<file path="src/rtl/cordic4_pkg.sv">
// Shared definitions for the 4-bit iterative CORDIC rotation engine:
// data width, angle scaling, arctangent table and FSM state encoding.
package cordic4_pkg;

    localparam int W = 4;
    // Angles are two's complement with 1 LSB = pi/ANGLE_LSB_DIV radians.
    localparam int ANGLE_LSB_DIV = 16;
    localparam int LUT_DEPTH = 4;
    localparam int SHW = 2;

    typedef logic [W-1:0] word_t;

    typedef enum logic [1:0] {
        IDLE = 2'd0,
        RUN  = 2'd1,
        DONE = 2'd2
    } state_t;

    typedef struct packed {
        word_t x;
        word_t y;
        word_t z;
    } vec_t;

    // atan(2^-i) expressed in pi/16 units, rounded to the nearest LSB.
    function automatic word_t atan_lut(input logic [SHW-1:0] idx);
        case (idx)
            2'd0:    return word_t'(4);
            2'd1:    return word_t'(2);
            default: return word_t'(1);
        endcase
    endfunction

endpackage

</file>
<file path="src/rtl/cordic4_rot_seq_if.sv">
// Start/done handshake plus operand and result buses of the rotation engine.
interface cordic4_rot_seq_if;
    import cordic4_pkg::*;

    logic  start;
    word_t X_in;
    word_t Y_in;
    word_t Z_in;
    logic  busy;
    logic  done;
    word_t X_out;
    word_t Y_out;
    word_t Z_out;

    modport master (
        output start, X_in, Y_in, Z_in,
        input  busy, done, X_out, Y_out, Z_out
    );

    modport slave (
        input  start, X_in, Y_in, Z_in,
        output busy, done, X_out, Y_out, Z_out
    );

endinterface

</file>
<file path="src/rtl/cordic4_ashift.sv">
// Combinational arithmetic right shift of a WIDTH-bit word by a 2-bit amount.
module cordic4_ashift
    import cordic4_pkg::*;
#(
    parameter int WIDTH = W
) (
    input  logic [WIDTH-1:0] data,
    input  logic [SHW-1:0]   amt,
    output logic [WIDTH-1:0] shifted
);

    localparam int IDXW = $clog2(2 * WIDTH);

    // Sign-extended copy so every output bit is a plain indexed select.
    logic [2*WIDTH-1:0] ext;
    assign ext = {{WIDTH{data[WIDTH-1]}}, data};

    genvar gi;
    generate
        for (gi = 0; gi < WIDTH; gi++) begin : g_bit
            logic [IDXW-1:0] idx;
            assign idx        = IDXW'(gi) + IDXW'(amt);
            assign shifted[gi] = ext[idx];
        end
    endgenerate

endmodule

</file>
<file path="src/rtl/cordic4_rot_seq.sv">
// Iterative CORDIC rotation: one micro-rotation per clock, start/done handshake,
// results held in the working registers until the next accepted start.
module cordic4_rot_seq
    import cordic4_pkg::*;
#(
    parameter int ITERS = 4
) (
    input  logic              clk,
    input  logic              rst_n,
    cordic4_rot_seq_if.slave  bus
);

    localparam logic [SHW-1:0] LAST_ITER = SHW'(ITERS - 1);

    state_t         state_reg, state_next;
    vec_t           vec_reg, vec_next;
    logic [SHW-1:0] iter_reg, iter_next;

    word_t sx, sy;
    word_t angle;
    logic  z_neg;
    logic  accept;
    vec_t  rotated;
    vec_t  operands;

    cordic4_ashift #(.WIDTH(W)) u_shift_x (
        .data    (vec_reg.x),
        .amt     (iter_reg),
        .shifted (sx)
    );

    cordic4_ashift #(.WIDTH(W)) u_shift_y (
        .data    (vec_reg.y),
        .amt     (iter_reg),
        .shifted (sy)
    );

    assign angle    = atan_lut(iter_reg);
    assign z_neg    = vec_reg.z[W-1];
    assign operands = '{x: bus.X_in, y: bus.Y_in, z: bus.Z_in};

    // Rotate toward Z=0: the sign of the residual angle picks the direction.
    always_comb begin
        rotated = vec_reg;
        if (z_neg) begin
            rotated.x = vec_reg.x + sy;
            rotated.y = vec_reg.y - sx;
            rotated.z = vec_reg.z + angle;
        end else begin
            rotated.x = vec_reg.x - sy;
            rotated.y = vec_reg.y + sx;
            rotated.z = vec_reg.z - angle;
        end
    end

    // start is only honoured when no operation is in flight.
    assign accept = bus.start && ((state_reg == IDLE) || (state_reg == DONE));

    always_comb begin
        state_next = state_reg;
        vec_next   = vec_reg;
        iter_next  = iter_reg;
        case (state_reg)
            IDLE: begin
                if (accept) begin
                    vec_next   = operands;
                    iter_next  = '0;
                    state_next = RUN;
                end
            end
            RUN: begin
                vec_next  = rotated;
                iter_next = iter_reg + 1'b1;
                if (iter_reg == LAST_ITER) begin
                    state_next = DONE;
                end
            end
            DONE: begin
                if (accept) begin
                    vec_next   = operands;
                    iter_next  = '0;
                    state_next = RUN;
                end else begin
                    state_next = IDLE;
                end
            end
            default: begin
                state_next = IDLE;
            end
        endcase
    end

    always_ff @(posedge clk or negedge rst_n) begin
        if (!rst_n) begin
            state_reg <= IDLE;
            vec_reg   <= '0;
            iter_reg  <= '0;
        end else begin
            state_reg <= state_next;
            vec_reg   <= vec_next;
            iter_reg  <= iter_next;
        end
    end

    assign bus.busy  = (state_reg == RUN);
    assign bus.done  = (state_reg == DONE);
    assign bus.X_out = vec_reg.x;
    assign bus.Y_out = vec_reg.y;
    assign bus.Z_out = vec_reg.z;

endmodule

</file>
<file path="src/flat_wrapper.sv">
// flat-port wrapper written by rule: the top's interface ports become plain ports
module cordic4_rot_seq_flat import cordic4_pkg::*;
#(
    parameter int ITERS = 4
)
  (clk, rst_n, bus_start, bus_X_in, bus_Y_in, bus_Z_in, bus_busy, bus_done, bus_X_out, bus_Y_out, bus_Z_out);
  cordic4_rot_seq_if bus_i ();
  input  logic clk;
  input  logic rst_n;
  input wire logic [$bits(bus_i.start)-1:0] bus_start;
  input wire logic [$bits(bus_i.X_in)-1:0] bus_X_in;
  input wire logic [$bits(bus_i.Y_in)-1:0] bus_Y_in;
  input wire logic [$bits(bus_i.Z_in)-1:0] bus_Z_in;
  output wire logic [$bits(bus_i.busy)-1:0] bus_busy;
  output wire logic [$bits(bus_i.done)-1:0] bus_done;
  output wire logic [$bits(bus_i.X_out)-1:0] bus_X_out;
  output wire logic [$bits(bus_i.Y_out)-1:0] bus_Y_out;
  output wire logic [$bits(bus_i.Z_out)-1:0] bus_Z_out;
  assign bus_i.start = bus_start;
  assign bus_i.X_in = bus_X_in;
  assign bus_i.Y_in = bus_Y_in;
  assign bus_i.Z_in = bus_Z_in;
  assign bus_busy = bus_i.busy;
  assign bus_done = bus_i.done;
  assign bus_X_out = bus_i.X_out;
  assign bus_Y_out = bus_i.Y_out;
  assign bus_Z_out = bus_i.Z_out;
  cordic4_rot_seq #(.ITERS(ITERS)) u_core (.clk(clk), .rst_n(rst_n), .bus(bus_i));
endmodule
</file>
<file path="config.mk">
export PLATFORM = sky130hd
export DESIGN_NAME = cordic4_rot_seq_flat
export DESIGN_NICKNAME = d
export VERILOG_FILES = /design/src/rtl/cordic4_pkg.sv /design/src/rtl/cordic4_rot_seq_if.sv /design/src/rtl/cordic4_ashift.sv /design/src/rtl/cordic4_rot_seq.sv /design/src/flat_wrapper.sv
export SDC_FILE = /design/constraint.sdc
export NUM_CORES = 1
export LEC_CHECK = 0
export BUFFER_PORTS_ARGS = -buffer_cell sky130_fd_sc_hd__clkbuf_2
export CAP_MARGIN = 20
export CORE_MARGIN = 10
export CORE_UTILIZATION = 55
export CTS_CLUSTER_DIAMETER = 80
export DETAILED_ROUTE_END_ITERATION = 12
export PLACE_DENSITY = 0.78
export SYNTH_ARGS = -nofsm -noshare
export SYNTH_HDL_FRONTEND = slang
export SYNTH_SLANG_ARGS = --single-unit
</file>
<file path="constraint.sdc">
create_clock -name clk -period 4.6 [get_ports clk]
set_input_delay 0.92 -clock clk [delete_from_list [all_inputs] [get_ports clk]]
set_output_delay 0.92 -clock clk [all_outputs]
set_load 0.005 [all_outputs]
</file>
=== Word-level counts from Yosys, hierarchy flattened ===
Index checks and enable logic that the tools add are counted.

* Order comparisons: 4
* $mul: 0
* Reductions and logical operators: 8
* Divide/modulo/power cells: 0
* $add $sub $neg: 10
* Multiplexer cells: 26
* Shifts and indexed selects: 0
* Bitwise operators: 0
* Equal/unequal tests: 7

{| class="wikitable"
|+ Operators by type and width
! operator !! count
|-
| $mux W12 || 2
|-
| $pmux W12 S2 || 1
|-
| $bmux W1 S3 || 6
|-
| $lt A3 B4 Y1 const B || 3
|-
| $mux W1 || 9
|-
| $add A4 B4 Y4 || 2
|-
| $sub A4 B4 Y4 || 2
|-
| $add A2 B2 Y3 const A || 2
|-
| $mux W2 || 3
|-
| $ne A2 B1 Y1 const B || 3
|-
| $pmux W2 S3 || 1
|-
| $pmux W3 S2 || 1
|-
| $add A4 B3 Y4 || 1
|-
| $bmux W1 S2 || 2
|-
| $eq A2 B1 Y1 const B || 2
|-
| $eq A2 B2 Y1 const B || 2
|-
| $logic_not A2 Y1 || 2
|-
| $lt A2 B4 Y1 const B || 1
|-
| $pmux W2 S2 || 1
|-
| $reduce_and A2 Y1 || 2
|-
| $sub A4 B3 Y4 || 1
|-
| $add A1 B2 Y3 const A || 1
|-
| $add A2 B1 Y2 const B || 1
|-
| $reduce_bool A2 Y1 || 1
|-
| other kinds (3) || 3
|}

* Bits of input ports: 15
* Bits in read-only memories: 0
* Memories: 0
* Output and inout bits: 14
* Word-level logic and storage cells: 60
* Flip-flop bits (word level): 16
* Bits in latches: 0
* Bits in writable memories: 0

=== Depth between registers and ports, before layout ===
Gate-level depths: netlist of the first run.

* Depth in word-level cells: 6
* Gate-level depth with buffers: 19
* Gate-level depth less buffers: 16

=== Cells and area by module ===
A second synthesis of the first run with hierarchy kept.

* Cells, all modules: 166
* Area total of the unflattened synthesis: 1,579.0 sq um

{| class="wikitable"
|+ By module, submodules not included
! module !! times used !! sequential area each (sq um) !! cells an instance !! area each (sq um)
|-
| cordic4_rot_seq || 1 || 400.4 || 132 || 1,296.2
|-
| cordic4_ashift || 2 || 0.0 || 17 || 141.4
|}

=== Worst setup path before layout of the first run ===
OpenSTA, ideal clock, no wires.

* Kind: register -> register
* From: register u_core.iter_reg[0]
* To: register u_core.vec_reg, in the netlist u_core.bus.X_out[3]
* Path buffers: 3
* Clock period less this slack: 3,369 ps
* Data arrival time: 3,238 ps
* Cell stages (with the launch flop): 19
* Setup slack: 1,231 ps
* Cell sequence: dfrtp_1 -> buf_6 -> buf_2 -> inv_1 -> ha_1 -> buf_2 -> mux2i_1 -> a32oi_1 -> nand2_1 -> ha_1 -> inv_1 -> o21ai_0 -> ha_1 -> a21o_1 -> a21oi_1 -> xnor2_1 -> xnor2_1 -> xnor2_1 -> o21ai_1

* Word-level cells in the longest chain between the ends: 6
* Elaborated cells between the ends (all ways): 15

{| class="wikitable"
|+ Ends and longest elaborated chain
! element !! RTL line !! source
|-
| from (decl) || cordic4_rot_seq.sv:17 || <nowiki>logic [SHW-1:0] iter_reg, iter_next;</nowiki>
|-
| from (signal assigned) || cordic4_rot_seq.sv:101 || <nowiki>iter_reg <= iter_next;</nowiki>
|-
| $add A1 B2 Y3 / $add A2 B2 Y3 (equally long branches) || cordic4_ashift.sv:22 || <nowiki>assign idx = IDXW'(gi) + IDXW'(amt);</nowiki>
|-
| $bmux W1 S3 || cordic4_ashift.sv:23 || <nowiki>assign shifted[gi] = ext[idx];</nowiki>
|-
| $mux W1 (not written as such) || cordic4_ashift.sv:23 ||
|-
| $sub A4 B4 Y4 / $add A4 B4 Y4 (equally long branches) || cordic4_rot_seq.sv:50, cordic4_rot_seq.sv:46 ||
|-
| $mux W12 * || cordic4_rot_seq.sv:45 || <nowiki>if (z_neg) begin</nowiki>
|-
| $pmux W12 S2 * || cordic4_rot_seq.sv:63 || <nowiki>case (state_reg)</nowiki>
|-
| to (signal assigned) || cordic4_rot_seq.sv:100 || <nowiki>vec_reg <= vec_next;</nowiki>
|-
| to (decl) || cordic4_rot_seq.sv:16 || <nowiki>vec_t vec_reg, vec_next;</nowiki>
|}

Every way passes the cells marked *; elsewhere a longest branch is shown, timed or not. The select of a mux whose other input is x is not followed.
A chain may end at the register's enable or synchronous reset.

=== Final worst setup path of the first run ===
Ends and elaborated chain as after synthesis.

==> out/metrics.yaml, run 1 <==
fin_worst_skew_ns: 0.00660
netlist_instances: 164
clock_latency_ns: 0.29
wl_um: 3720
synth.top_cell.area_share: 0.275
worst_pin_slew_ns: 0.609
drt_pass1_iterations: 4
cts_tree: "yes"
numCtsBuffers: 3
port-buffer-count: 28
outcome: "finished clean"
die_h_um: 71.5
setup_viol: 0
synth.cell_area_mm2: 0.00146
num-fill-cells: 214
synth_area_leaders: "dfrtp_1 (27%), ha_1 (13%), mux2i_1 (5.5%)"
fmax_ghz: 0.265
finalCriticalPeriod_ns: 3.78
async_flop_share: 1.00
path_class: "flop to flop"
cp-start-kind: "flop"
dpl_cell_area_mm2: 0.00159
dieArea_mm2: 0.00511
num_antenna_cells: 0
place.gp.congestion: 0.921
cts_max_level: 1
cts_resized: 0
syn_to_final_growth_pct: 11.4
die_x_um: 71.5
hold_violations: 0
rsz0062_at_grt: "false"
postSynthNetCount: 197
yosys_warnings: 0
cp_max_fo: 18
synth.distinct_cells: 37
cp-startpoint: "u_core.iter_reg[0]$_DFFE_PN0P_"
wl_per_cell_um: 17.1
finalNonFillerCells: 217
relSlewSlack: 0.593
cp.required_ns: 4.77
ys_seq_area_frac: 0.275
fin_area_mm2: 0.00162
post_cts_buffers: 0
drv_slew: 0
tns_ns: 0
crit_path_end_kind: "flop"
final_cell_mix: "clkbuf_2 (28), nor2_1 (20), dfrtp_1 (16)"
drive_gt1_frac: 0.193
core_area_mm2: 0.00250
initial_core_util: 0.583
grt_max_degree: 19
final_common_cell: "clkbuf_2"
pre_cts_ws_ns: 0.861
avgSynthCellArea_um2: 8.89
synth_top_area_cell: "dfrtp_1"
via_per_inst: 5.91
place_inst: 213
drtIter0Drc: 148
first_global_vias: 1301
maxCapViolCount: 0
io_pins: 29
cts_buffer_depth: 2
arrival_ns: 3.95
fin_nets: 221
dr_total_vias: 1282
route.detailed.drc: 0
dp_hpwl_um: 2960
clock_sinks: 16
overflow: 0
rows: 18
setup_slack_ns: 0.822
cts_root_buffer: "clkbuf_4"
synth_ff_type: "dfrtp_1"
drtAntennaViolNets: 0
antenna_found_initial: 0
hold_path.class: "input pin to asynchronous set/reset pin"
r2r_start: "u_core.iter_reg[0]$_DFFE_PN0P_"
grtUsageTotal: 0.149
post-route-period-util: 0.821
ys_ff_latch: 16
cts_hold_buffers: 0
clk_pin_slew_ns: 0.10
grt_pass1_wl_um: 6310
synth-edff-count: 0
worst paths after layout:
path / endpoint / slack [ns] / depth (start not counted)
worst max-delay path: u_core.bus.X_out[3]$_DFFE_PN0P_ / 0.82 / 15
worst min-delay path: u_core.bus.Z_out[0]$_DFFE_PN0P_ / 0.54 / 1
max in group asynchronous: u_core.bus.X_out[0]$_DFFE_PN0P_ / 3.76 / 1
min in group clk: u_core.bus.Z_out[2]$_DFFE_PN0P_ / 0.57 / 1
worst max register to register: u_core.bus.X_out[3]$_DFFE_PN0P_ / 0.82 / 15
worst min register to register: u_core.bus.Z_out[2]$_DFFE_PN0P_ / 0.57 / 1
per-stage QoR:
step	hold WS (ns)	utilization
2_1_floorplan	0.530	-
3_3_place_gp	0.537	0.635
3_5_place_dp	0.550	0.635
4_1_cts	0.553	0.650
5_1_grt	0.552	0.650
6_report	0.540	0.650
final cells by class:
class	instances	area [um^2]	share of cell area
Multi-Input combinational cell	127	965	0.594
Tap cell	30	37.5	0.0231
Timing Repair Buffer	28	140	0.0863
Sequential cell	16	400	0.247
Clock buffer	4	36.3	0.0223
Inverter	12	45.0	0.0277
metal layers:
layer,vias up,part of all wire,GRT usage
met5,-,0,0
met4,0,0,0.00860
met3,0,0.067,0.0441
met2,40,0.47,0.243
met1,622,0.47,0.196
li1,620,-,-
worst max-delay path, stage by stage (launching register included):
cell and delay, ns:
dfrtp_1 0.69, inv_1 0.17, ha_1 0.45, mux2i_1 0.16
a32oi_1 0.25, nand2_1 0.12, ha_1 0.29, inv_1 0.04
o21ai_0 0.34, ha_1 0.32, a21o_1 0.16, a21oi_1 0.18
xnor2_1 0.15, xnor2_1 0.15, xnor2_1 0.14, o21ai_1 0.07
Yosys cell counts (all sizes together) (4+ instances only):
library cell  number
nor2b              4
nand2             10
nor2              20
buf                5
ha                15
xnor2              8
o21ai             12
inv               12
nand2b             4
a21oi              8
mux2i              8
clkbuf             4
a22oi              4
dfrtp             16
kinds of logic after synthesis:
| family | after synthesis | share of synthesized area |
|---|---|---|
| simple gates | 44 | 0.136 |
| fa+ha+maj | 18 | 0.170 |
| buf+inv | 21 | 0.0635 |
| mux | 12 | 0.101 |
| compound gates | 42 | 0.188 |
| xor+xnor | 11 | 0.0661 |
| flops | 16 | 0.275 |
Power of run 1 is not shown: default switching activity piles up to over one toggle a cycle in this logic, so the estimate is an artifact.
==> run 2: changes to the inputs <==
--- a/config.mk
+++ b/config.mk
@@ -5,13 +5,14 @@
 export SDC_FILE = /design/constraint.sdc
 export NUM_CORES = 1
 export LEC_CHECK = 0
+export ABC_AREA = 1
 export BUFFER_PORTS_ARGS = -buffer_cell sky130_fd_sc_hd__clkbuf_2
 export CAP_MARGIN = 20
 export CORE_MARGIN = 10
 export CORE_UTILIZATION = 55
 export CTS_CLUSTER_DIAMETER = 80
 export DETAILED_ROUTE_END_ITERATION = 12
-export PLACE_DENSITY = 0.78
+export PLACE_DENSITY = 0.77
 export SYNTH_ARGS = -nofsm -noshare
 export SYNTH_HDL_FRONTEND = slang
 export SYNTH_SLANG_ARGS = --single-unit
==> constraint.sdc (replaced) <==
create_clock -name clk -period 3.55 [get_ports clk]
set_input_delay 0.71 -clock clk [delete_from_list [all_inputs] [get_ports clk]]
set_output_delay 0.71 -clock clk [all_outputs]
set_load 0.005 [all_outputs]
==> run 2 against run 1 <==
  * Critical path depth up 9
  * Clock skew down 0.0022 ns
  * Clock-buffer cell count unchanged
  * Area after synthesis up 6.0%
  * Routed wire length up 9.5%
  * Highest routed layer is now met4
  * Maximum frequency up 17%
  * First-iteration DRC count down 17%
  * Critical path type unchanged
==> out/metrics.yaml, run 2 <==
synth_ff_type: "dfrtp_1"
crit_slowest_cell: "dfrtp_1"
grt_max_degree: 19  # unchanged
path_class: "flop to flop"
drtAntennaViolNets: 0  # unchanged
rsz0062_at_grt: "false"
cp_max_fo: 12  # -6
maxCapViolCount: 0  # unchanged
wl_per_cell_um: 14.1  # -18%
postSynthNetCount: 263  # +34%
cts_hold_buffers: 0  # unchanged
die_x_um: 73.0  # +2.1%
ys_seq_area_frac: 0.259  # -0.0156
io_pins: 29  # unchanged
final_cell_mix: "nand2_1 (75), clkbuf_2 (28), nand3_1 (23)"
drtIter0Drc: 123  # -17%
critPathMaxStageDelay_ns: 0.60  # -0.09 ns
num_antenna_cells: 0  # unchanged
crit_path_end_kind: "flop"
async_flop_share: 1.00  # unchanged
route.detailed.drc: 0  # unchanged
drive_gt1_frac: 0.182  # -0.0103
via_per_inst: 5.30  # -10%
place_inst: 285  # +34%
hold_path.class: "input pin to asynchronous set/reset pin"
synth.distinct_cells: 26  # -30%
finalCriticalPeriod_ns: 3.23  # -0.543 ns
synth-edff-count: 0  # unchanged
path_cells: "inv_2 -> ha_1 -> inv_1 -> nand3_1 -> nand3_1 -> nand2_1 -> inv_1 -> ha_1 -> nor2_1 -> xor2_1 -> inv_1 -> ha_1 -> nand3_1 -> nand3_1 -> nand2_1 -> nand2_1 -> inv_1 -> nand2_1 -> nand2_1 -> inv_1 -> nand2_1 -> nand3_1 -> nand2_1 -> nand2_1"
antenna_found_initial: 0  # unchanged
place.gp.congestion: 0.878  # -4.6%
ys_ff_latch: 16  # unchanged
dr_total_vias: 1532  # +20%
clock_latency_ns: 0.29  # about the same
synth_area_leaders: "dfrtp_1 (26%), nand2_1 (18%), ha_1 (12%)"
post-route-period-util: 0.911  # +0.0899
drt_pass1_iterations: 4  # unchanged
overflow: 0  # unchanged
dieArea_mm2: 0.00533  # +4.3%
initial_core_util: 0.570  # -0.0129
die_h_um: 73.0  # +2.1%
cts_resized: 0  # unchanged
avgSynthCellArea_um2: 6.72  # -24%
netlist_top_cells_count: "nand2_1 (75), nand3_1 (23), inv_1 (22), nor2_1 (22), dfrtp_1 (16)"
yosysMostFrequentCell: "nand2_1"
arrival_ns: 3.43  # -0.52 ns
grtUsageTotal: 0.163  # +0.0149
fin_nets: 292  # +32%
r2r-end: "u_core.bus.X_out[3]$_DFFE_PN0P_"
wl_um: 4080  # +9.5%
numCtsBuffers: 3  # unchanged
cts_buffer_depth: 2  # unchanged
syn_to_final_growth_pct: 11.8
synth_top_area_cell: "dfrtp_1"
hold_violations: 0  # unchanged
dp_hpwl_um: 3120  # +5.6%
finalHoldWorstSlack_ns: 0.339  # -0.201 ns
rows: 19  # +1
netlist_instances: 230  # +40%
post_cts_buffers: 0  # unchanged
cp-start-kind: "flop"
core_area_mm2: 0.00271  # +8.4%
clk_pin_slew_ns: 0.10  # about the same
cp.required_ns: 3.74  # -1.03 ns
cts_root_buffer: "clkbuf_4"
r2r_slack_ns: 0.32  # -0.51 ns
r2r_cells: 24  # +9
cts_tree: "yes"
outcome: "finished clean"
yosys_warnings: 0  # unchanged
tns_ns: 0  # unchanged
dpl_cell_area_mm2: 0.00169  # +6.5%
critPathMostFrequentCell: "nand2_1"
fin_area_mm2: 0.00173  # +6.4%
worst_pin_slew_ns: 0.566  # -0.0430 ns
fin_worst_skew_ns: 0.00442  # -0.00218 ns
grt_pass1_wl_um: 7090  # +12%
r2r_start: "u_core.iter_reg[0]$_DFFE_PN0P_"
synth.top_cell.area_share: 0.259  # -0.0156
synth.cell_area_mm2: 0.00155  # +6.0%
first_global_vias: 1550  # +19%
setup_viol: 0  # unchanged
final_common_cell: "nand2_1"
finalNonFillerCells: 289  # +33%
drv_slew: 0  # unchanged
port-buffer-count: 28  # unchanged
fmax_ghz: 0.309  # +17%
cts_max_level: 1  # unchanged
clock_sinks: 16  # unchanged
relSlewSlack: 0.623  # +0.0295
run 2: how the worst max path moves through the flow:
stage | start | endpoint | slack, ns | cells past startpoint
6_report | u_core.iter_reg[0]$_DFFE_PN0P_ | u_core.bus.X_out[3]$_DFFE_PN0P_ | 0.32 | 24
3_3_place_gp | u_core.iter_reg[0]$_DFFE_PN0P_ | u_core.bus.X_out[3]$_DFFE_PN0P_ | 0.45 | 24
3_5_place_dp | u_core.iter_reg[0]$_DFFE_PN0P_ | u_core.bus.X_out[3]$_DFFE_PN0P_ | 0.39 | 24
4_1_cts | u_core.iter_reg[0]$_DFFE_PN0P_ | u_core.bus.X_out[3]$_DFFE_PN0P_ | 0.35 | 24
2_1_floorplan | u_core.iter_reg[0]$_DFFE_PN0P_ | u_core.bus.X_out[3]$_DFFE_PN0P_ | 0.64 | 26
5_1_grt | u_core.iter_reg[0]$_DFFE_PN0P_ | u_core.bus.X_out[3]$_DFFE_PN0P_ | 0.004 | 24
run 2: critical path, delay by kind of cell (launching register included):
kind / cells / cell delay [ns]
buffers and inverters: 6 / 0.42
adder cells (fa/ha/maj): 3 / 0.88
AND/OR/NAND/NOR: 14 / 1.08
flip-flops: 1 / 0.60
XOR/XNOR: 1 / 0.16
run 2: area by class of cell:
type / count / area [um^2]
multi-input cells: 182 / 1000
inverters: 27 / 101
well taps: 31 / 38.8
flip-flops and latches: 16 / 400
clock buffers: 4 / 36.3
repair buffers: 29 / 148
fillers: 272 / 982
run 2: kinds of logic after synthesis:
family / count (synthesis) / share of synthesized area
adders and majority gates: 18 / 0.160
AOI/OAI and AO/OA: 29 / 0.106
xor gates and xnor gates: 5 / 0.0283
DFF: 16 / 0.259
and+or+nand+nor: 130 / 0.355
buffers and inverters: 32 / 0.0915
run 2: metal layers:
| layer | up-vias | GRT usage | share of wire |
|---|---|---|---|
| met5 | - | 0 | 0 |
| met4 | 0 | 0.0696 | 0.018 |
| met3 | 8 | 0.0299 | 0.057 |
| met2 | 41 | 0.261 | 0.48 |
| met1 | 689 | 0.209 | 0.45 |
| li1 | 794 | - | - |
run 2: metrics by stage:
stage,worst slack (ns),utilization
after floorplan,0.645,-
after global placement,0.446,0.624
after detailed placement,0.391,0.624
after CTS,0.353,0.638
after global routing,0.00435,0.638
final,0.315,0.638
Power of run 2 is left out for the same reason.
